--- src/rtl/mem_arb_pkg.sv ---
// Shared types and constants for the mem_arb miss-refill controller.
package mem_arb_pkg;
  typedef enum logic [1:0] {IDLE, ISSUE, WAIT, RESP} state_t;
  typedef enum logic {SEL_I, SEL_D} sel_t;

  typedef struct packed {
    logic [31:0] addr;
    logic [31:0] wdata;
    logic        wr;
    logic [2:0]  trd;
  } slot_t;

  localparam int          MEM_TIMEOUT_DEFAULT = 255;
  localparam logic [31:0] DEAD_BEEF           = 32'hDEAD_BEEF;
endpackage

--- src/rtl/mem_arb_if.sv ---
// External memory port shared by instruction and data misses.
interface mem_arb_if;
  logic        mem_req;
  logic        mem_wr;
  logic [31:0] mem_addr;
  logic [31:0] mem_wdata;
  logic        mem_gnt;
  logic        mem_rvalid;
  logic [31:0] mem_rdata;

  modport master (output mem_req, mem_wr, mem_addr, mem_wdata,
                  input  mem_gnt, mem_rvalid, mem_rdata);
  modport slave  (input  mem_req, mem_wr, mem_addr, mem_wdata,
                  output mem_gnt, mem_rvalid, mem_rdata);
endinterface

--- src/rtl/mem_arb_slot.sv ---
// One-entry pending-miss holder: load when empty, clear on response or kill.
module mem_arb_slot
  import mem_arb_pkg::*;
(
  input  logic       clk,
  input  logic       rst_n,
  input  logic       load,
  input  logic       clear,
  input  logic       issued,
  input  logic       kill,
  input  logic [2:0] kill_trd,
  input  slot_t      din,
  output logic       busy,
  output logic       kill_hit,
  output logic       ovf,
  output slot_t      q
);
  // A slot already handed to memory must finish its access, so kill only hits idle entries.
  assign kill_hit = busy && kill && !issued && (q.trd == kill_trd);
  assign ovf      = load && busy;

  always_ff @(posedge clk or negedge rst_n) begin
    if (!rst_n) begin
      busy <= 1'b0;
      q    <= '0;
    end else if (clear || kill_hit) begin
      busy <= 1'b0;
    end else if (load && !busy) begin
      busy <= 1'b1;
      q    <= din;
    end
  end
endmodule

--- src/rtl/mem_arb.sv ---
// Round-robin I/D miss arbiter driving one memory port and per-thread resume.
// Optional build macro: MEM_TIMEOUT_EN (bounded WAIT with DEAD_BEEF fill).
module mem_arb
  import mem_arb_pkg::*;
#(
  parameter int TIMEOUT_CYC = MEM_TIMEOUT_DEFAULT
) (
  input  logic        clk,
  input  logic        rst_n,
  input  logic        i_req,
  input  logic [31:0] i_req_addr,
  input  logic [2:0]  i_req_trd,
  input  logic        d_req,
  input  logic        d_req_wr,
  input  logic [31:0] d_req_addr,
  input  logic [31:0] d_req_wdata,
  input  logic [2:0]  d_req_trd,
  input  logic        kill,
  input  logic [2:0]  kill_trd,
  mem_arb_if.master   mem,
  output logic        i_busy,
  output logic        d_busy,
  output logic        i_done,
  output logic        d_done,
  output logic [31:0] fill_data,
  output logic [7:0]  trd_resume,
  output logic        err
);
  state_t state, nxt;
  sel_t   sel, sel_nxt, last, last_nxt;
  slot_t  i_q, d_q, cur;
  logic   i_kill, d_kill, i_ovf, d_ovf, i_avail, d_avail;
  logic   killed, tmo, resp_ok;

  mem_arb_slot u_i_slot (
    .clk, .rst_n, .load(i_req), .clear(state == RESP && sel == SEL_I),
    .issued(state != IDLE && sel == SEL_I), .kill, .kill_trd,
    .din('{addr: i_req_addr, wdata: 32'd0, wr: 1'b0, trd: i_req_trd}),
    .busy(i_busy), .kill_hit(i_kill), .ovf(i_ovf), .q(i_q)
  );

  mem_arb_slot u_d_slot (
    .clk, .rst_n, .load(d_req), .clear(state == RESP && sel == SEL_D),
    .issued(state != IDLE && sel == SEL_D), .kill, .kill_trd,
    .din('{addr: d_req_addr, wdata: d_req_wdata, wr: d_req_wr, trd: d_req_trd}),
    .busy(d_busy), .kill_hit(d_kill), .ovf(d_ovf), .q(d_q)
  );

  assign cur     = (sel == SEL_I) ? i_q : d_q;
  assign i_avail = i_busy && !i_kill;
  assign d_avail = d_busy && !d_kill;

`ifdef MEM_TIMEOUT_EN
  localparam logic [7:0] TMO_LAST = 8'(TIMEOUT_CYC - 1);
  logic [7:0] tmo_cnt;

  always_ff @(posedge clk or negedge rst_n) begin
    if (!rst_n)              tmo_cnt <= '0;
    else if (state == WAIT)  tmo_cnt <= tmo_cnt + 8'd1;
    else                     tmo_cnt <= '0;
  end

  assign tmo = (state == WAIT) && !mem.mem_rvalid && (tmo_cnt == TMO_LAST);
`else
  assign tmo = 1'b0;
`endif

  always_ff @(posedge clk or negedge rst_n) begin
    if (!rst_n) begin
      state <= IDLE;
      sel   <= SEL_I;
      last  <= SEL_D;
    end else begin
      state <= nxt;
      sel   <= sel_nxt;
      last  <= last_nxt;
    end
  end

  always_comb begin
    nxt      = state;
    sel_nxt  = sel;
    last_nxt = last;
    case (state)
      IDLE: if (i_avail || d_avail) begin
        nxt = ISSUE;
        if (i_avail && d_avail) sel_nxt = (last == SEL_I) ? SEL_D : SEL_I;
        else                    sel_nxt = i_avail ? SEL_I : SEL_D;
        last_nxt = sel_nxt;
      end
      ISSUE: if (mem.mem_gnt) nxt = cur.wr ? RESP : WAIT;
      WAIT:  if (mem.mem_rvalid || tmo) nxt = RESP;
      RESP:  nxt = IDLE;
      default: nxt = IDLE;
    endcase
  end

  // Killed in flight: the access completes but its completion is silenced.
  always_ff @(posedge clk or negedge rst_n) begin
    if (!rst_n)                 killed <= 1'b0;
    else if (state == IDLE)     killed <= 1'b0;
    else if ((state == ISSUE || state == WAIT) && kill && kill_trd == cur.trd)
                                killed <= 1'b1;
  end

  always_ff @(posedge clk or negedge rst_n) begin
    if (!rst_n) begin
      fill_data <= '0;
      err       <= 1'b0;
    end else begin
      if (state == WAIT && mem.mem_rvalid) fill_data <= mem.mem_rdata;
      else if (tmo)                        fill_data <= DEAD_BEEF;
      if (i_ovf || d_ovf || tmo)           err       <= 1'b1;
    end
  end

  assign mem.mem_req   = (state == ISSUE);
  assign mem.mem_wr    = (state == ISSUE) && cur.wr;
  assign mem.mem_addr  = (state == ISSUE) ? cur.addr  : 32'd0;
  assign mem.mem_wdata = (state == ISSUE) ? cur.wdata : 32'd0;

  assign resp_ok    = (state == RESP) && !killed;
  assign i_done     = resp_ok && sel == SEL_I;
  assign d_done     = resp_ok && sel == SEL_D;
  assign trd_resume = resp_ok ? (8'd1 << cur.trd) : 8'd0;
endmodule

--- src/flat_wrapper.sv ---
// flat-port wrapper written by rule: the top's interface ports become plain ports
module mem_arb_flat import mem_arb_pkg::*;
#(
  parameter int TIMEOUT_CYC = MEM_TIMEOUT_DEFAULT
)
  (clk, rst_n, i_req, i_req_addr, i_req_trd, d_req, d_req_wr, d_req_addr, d_req_wdata, d_req_trd, kill, kill_trd, i_busy, d_busy, i_done, d_done, fill_data, trd_resume, err, mem_mem_req, mem_mem_wr, mem_mem_addr, mem_mem_wdata, mem_mem_gnt, mem_mem_rvalid, mem_mem_rdata);
  mem_arb_if mem_i ();
  input  logic clk;
  input  logic rst_n;
  input  logic i_req;
  input  logic [31:0] i_req_addr;
  input  logic [2:0] i_req_trd;
  input  logic d_req;
  input  logic d_req_wr;
  input  logic [31:0] d_req_addr;
  input  logic [31:0] d_req_wdata;
  input  logic [2:0] d_req_trd;
  input  logic kill;
  input  logic [2:0] kill_trd;
  output logic i_busy;
  output logic d_busy;
  output logic i_done;
  output logic d_done;
  output logic [31:0] fill_data;
  output logic [7:0] trd_resume;
  output logic err;
  output wire logic [$bits(mem_i.mem_req)-1:0] mem_mem_req;
  output wire logic [$bits(mem_i.mem_wr)-1:0] mem_mem_wr;
  output wire logic [$bits(mem_i.mem_addr)-1:0] mem_mem_addr;
  output wire logic [$bits(mem_i.mem_wdata)-1:0] mem_mem_wdata;
  input wire logic [$bits(mem_i.mem_gnt)-1:0] mem_mem_gnt;
  input wire logic [$bits(mem_i.mem_rvalid)-1:0] mem_mem_rvalid;
  input wire logic [$bits(mem_i.mem_rdata)-1:0] mem_mem_rdata;
  assign mem_mem_req = mem_i.mem_req;
  assign mem_mem_wr = mem_i.mem_wr;
  assign mem_mem_addr = mem_i.mem_addr;
  assign mem_mem_wdata = mem_i.mem_wdata;
  assign mem_i.mem_gnt = mem_mem_gnt;
  assign mem_i.mem_rvalid = mem_mem_rvalid;
  assign mem_i.mem_rdata = mem_mem_rdata;
  mem_arb #(.TIMEOUT_CYC(TIMEOUT_CYC)) u_core (.clk(clk), .rst_n(rst_n), .i_req(i_req), .i_req_addr(i_req_addr), .i_req_trd(i_req_trd), .d_req(d_req), .d_req_wr(d_req_wr), .d_req_addr(d_req_addr), .d_req_wdata(d_req_wdata), .d_req_trd(d_req_trd), .kill(kill), .kill_trd(kill_trd), .mem(mem_i), .i_busy(i_busy), .d_busy(d_busy), .i_done(i_done), .d_done(d_done), .fill_data(fill_data), .trd_resume(trd_resume), .err(err));
endmodule
--- config.mk ---
export PLATFORM = sky130hd
export DESIGN_NAME = mem_arb_flat
export DESIGN_NICKNAME = d
export VERILOG_FILES = /design/src/rtl/mem_arb_pkg.sv /design/src/rtl/mem_arb_if.sv /design/src/rtl/mem_arb_slot.sv /design/src/rtl/mem_arb.sv /design/src/flat_wrapper.sv
export SDC_FILE = /design/constraint.sdc
export NUM_CORES = 1
export LEC_CHECK = 0
export CORE_ASPECT_RATIO = 1.25
export CORE_MARGIN = 4
export CORE_UTILIZATION = 30
export CTS_CLUSTER_DIAMETER = 30
export DETAILED_ROUTE_END_ITERATION = 7
export PLACE_DENSITY_LB_ADDON = 0.2
export REMOVE_ABC_BUFFERS = 1
export SLEW_MARGIN = 20
export SYNTH_ARGS = -nofsm -noshare
export SYNTH_HDL_FRONTEND = slang
export SYNTH_SLANG_ARGS = --single-unit
export TNS_END_PERCENT = 1
--- constraint.sdc ---
create_clock -name clk -period 3 [get_ports clk]
set_input_delay 0.45 -clock clk [delete_from_list [all_inputs] [get_ports clk]]
set_output_delay 0.45 -clock clk [all_outputs]
set_load 0.02 [all_outputs]
==> results_dict.tcl <==
set metrics [dict create \
    antenna_left 0 \
    endpoint_kind "output port" \
    grt_pass1_vias 5307 \
    worst_pin_slew_ns 0.531 \
    crit_arrival_ns 2.39 \
    initial_core_util_pct 30.8 \
    critPathKind "reg -> out" \
    status "complete, no violations" \
    yosysSeqAreaShare_pct 55.5 \
    cts_htree_levels 4 \
    hold_violations 0 \
    leakagePower_nw 4.22 \
    start_kind "flop" \
    portBuffers 255 \
    synth_cell_types 41 \
    dr_total_vias 4665 \
    regToRegSetupSlack_ns 0.52 \
    dr_wl_met2_um 9380 \
    whs_ns 0.497 \
    cpMaxStageDelayCell "clkdlybuf4s50_1" \
    grt.overflow.total 0 \
    required_ns 2.55 \
    wl_met3_um 1330 \
    vdd_drop_max_mv 0.480 \
    hold_class "reg -> reg" \
    rows 59 \
    finClkSkew_ns 0.00758 \
    slew_headroom_pct 64.6 \
    dpl-instance-area_um2 9320 \
    drtPass1Iterations 5 \
    synth_top_area_share_pct 55.1 \
    drive_gt1_share_pct 25.2 \
    cts.sinks 143 \
    yosysMostFrequentCell "dfrtp_1" \
    startpoint "u_core.state[0]$_DFFE_PN0P_" \
    syn_area_per_cell_um2 13.6 \
    drt_iter0_markers 150 \
    slowest_delay_ns 0.61 \
    place_congestion 0.759 \
    r2r-start "u_core.state[0]$_DFFE_PN0P_" \
    r2r_cells 8 \
    path_depth 5 \
    vias_per_cell 4.58 \
    die-area_um2 23900 \
    synth_area_um2 6450 \
    crit_chain "ha_1, inv_1, or3_1, nor2_1, clkdlybuf4s50_1" \
    ioPinCount 256 \
    synth_common_cells "142 x dfrtp_1, 116 x mux2_2, 47 x nor2_1, 35 x mux2i_1, 33 x and3_1" \
    coreArea_um2 21000 \
    cts_tree "yes" \
    antenna_cells 0 \
    synth_top_area_cell "dfrtp_1" \
    worstPathBufferInverterCount 2 \
    yosysWarnings 0 \
    numCtsBuffers 17 \
    grt_pass1_wl_um 28500 \
    cap_violations 0 \
    grt_antenna_before_repair 0 \
    fin_nets 881 \
    power.density_nw_per_um2 1050 \
    grt_setup_unrepaired "no" \
    fin_tns_setup_ns 0 \
    top_layer "met4" \
    period_share_pct 94.8 \
    hpwl_um 13000 \
    post-route-cell-area_um2 9920 \
    synthTopCellsByArea "dfrtp_1 55%, mux2_2 20%, mux2i_1 5.4%" \
    clk_pin_slew_ns 0.06 \
    synth-seq-cells 143 \
    syn_to_final_growth_pct 53.8 \
    cts_setup_buffers 0 \
    grt_max_degree 69 \
    fillers 1935 \
    final-setup-viol-count 0 \
    maxSlewViolCount 0 \
    routed_wl_um 18000 \
    fp.dieW_um 139 \
    fmax_mhz 352 \
    root_buffer "clkbuf_16" \
    period_needed_ns 2.84 \
    synth_ff_type "dfrtp_1" \
    r2r_end "u_core.u_i_slot.q[57]$_DFFE_PN0P_" \
    synthesis.instances 474 \
    endpoint "trd_resume[4]" \
    drc 0 \
    clock_latency_ns 0.42 \
    met1_length_um 7050 \
    grtUsageTotal_pct 15.1 \
    wl_per_cell_um 17.7 \
    clockBufferDepth 2 \
    cp_max_fo 6 \
    path_delay_family "buffers and inverters" \
    async_flop_share_pct 100 \
    synth-edff-count 0 \
    dieHeight_um 172 \
]
## cell usage in the layout (no fill, tap or decap), types with 2 or more instances in the layout
master           synthesis  routed
inv_6                    0       4
clkinv_4                 0       2
nand2_1                  7       7
inv_1                    5       5
and3_1                  33      33
ha_1                     4       4
inv_8                    0       4
dfrtp_1                142     141
mux2_4                  20      20
a31oi_1                  3       3
xor2_1                   5       5
clkbuf_16                0      17
clkinvlp_4               0       2
mux2_2                 116     116
buf_4                    1      10
nand2b_1                 2       2
mux2i_1                 35      35
buf_12                   0       3
clkdlybuf4s50_1          0     253
nor2_1                  47      47
xnor2_1                  4       4
## layout make-up
class	instances	area (um2)	area share [%]
Inverter	5	18.8	0.189
Sequential cell	143	3580	36.1
Tap cell	274	343	3.46
Timing Repair Buffer	268	2690	27.1
Clock buffer	18	439	4.43
Clock inverter	14	148	1.49
Multi-Input combinational cell	297	2700	27.2
## registers in the layout (all words and copies together), names as in the netlist
name,cells
u_core.u_d_slot.q,68
u_core.sel,1
u_core.u_i_slot.q,35
u_core.u_i_slot.busy,1
u_core.err,1
u_core.last,1
u_core.state,2
u_core.fill_data,32
u_core.killed,1
u_core.u_d_slot.busy,1
## repair_timing
| item | in CTS | in global routing |
|---|---|---|
| hold endpoints to repair | 14 | 0 |
| gates resized for setup | 0 | 0 |
| hold buffers | 1 | 0 |
## cell families after synthesis
logic type	after synthesis	synth area share (%)
buffers and inverters	34	2.77
adder cells (fa/ha/maj)	4	0.776
XOR/XNOR	9	1.22
AO/OA/AOI/OAI	14	1.65
multiplexers	171	30.3
flip-flops	143	55.5
AND/OR/NAND/NOR	99	7.76
## through the flow
step | std cells | setup WS [ns] | utilization, % | total power, mW
2_1_floorplan | 445 | -1.64 | - | 6.36
3_3_place_gp | 986 | 0.356 | 44.5 | 8.30
3_5_place_dp | 986 | 0.312 | 44.5 | 8.42
4_1_cts | 1019 | 0.0769 | 47.3 | 10.6
5_1_grt | 1019 | 0.0112 | 47.3 | 11.1
6_report | 1019 | 0.155 | 47.3 | 10.4
## routing by layer
layer  GRT usage [%]  vias up
met5               0        -
met4            4.21        0
met3            5.92       20
met2            27.4      154
met1            16.6     2316
li1                -     2175
## worst min-delay path by stage
stage / from / to / slack, ns / depth (start not counted)
3_3_place_gp: rst_n / u_core.fill_data[21]$_DFFE_PN0P_ / 0.45 / 1
5_1_grt: u_core.u_d_slot.q[4]$_DFFE_PN0P_ / u_core.u_d_slot.q[4]$_DFFE_PN0P_ / 0.52 / 1
3_5_place_dp: rst_n / u_core.fill_data[21]$_DFFE_PN0P_ / 0.45 / 1
4_1_cts: u_core.err$_DFFE_PN0P_ / u_core.err$_DFFE_PN0P_ / 0.50 / 1
6_report: u_core.u_d_slot.q[22]$_DFFE_PN0P_ / u_core.u_d_slot.q[22]$_DFFE_PN0P_ / 0.50 / 1
2_1_floorplan: rst_n / u_core.err$_DFFE_PN0P_ / 0.15 / 0
## report_power, final
group	internal [mW]	leakage (nW)	switching, mW
clock	1.20	0.286	0.902
combinational	2.62	2.25	2.24
sequential	2.92	1.69	0.551
(Power assumes the default switching activity.)
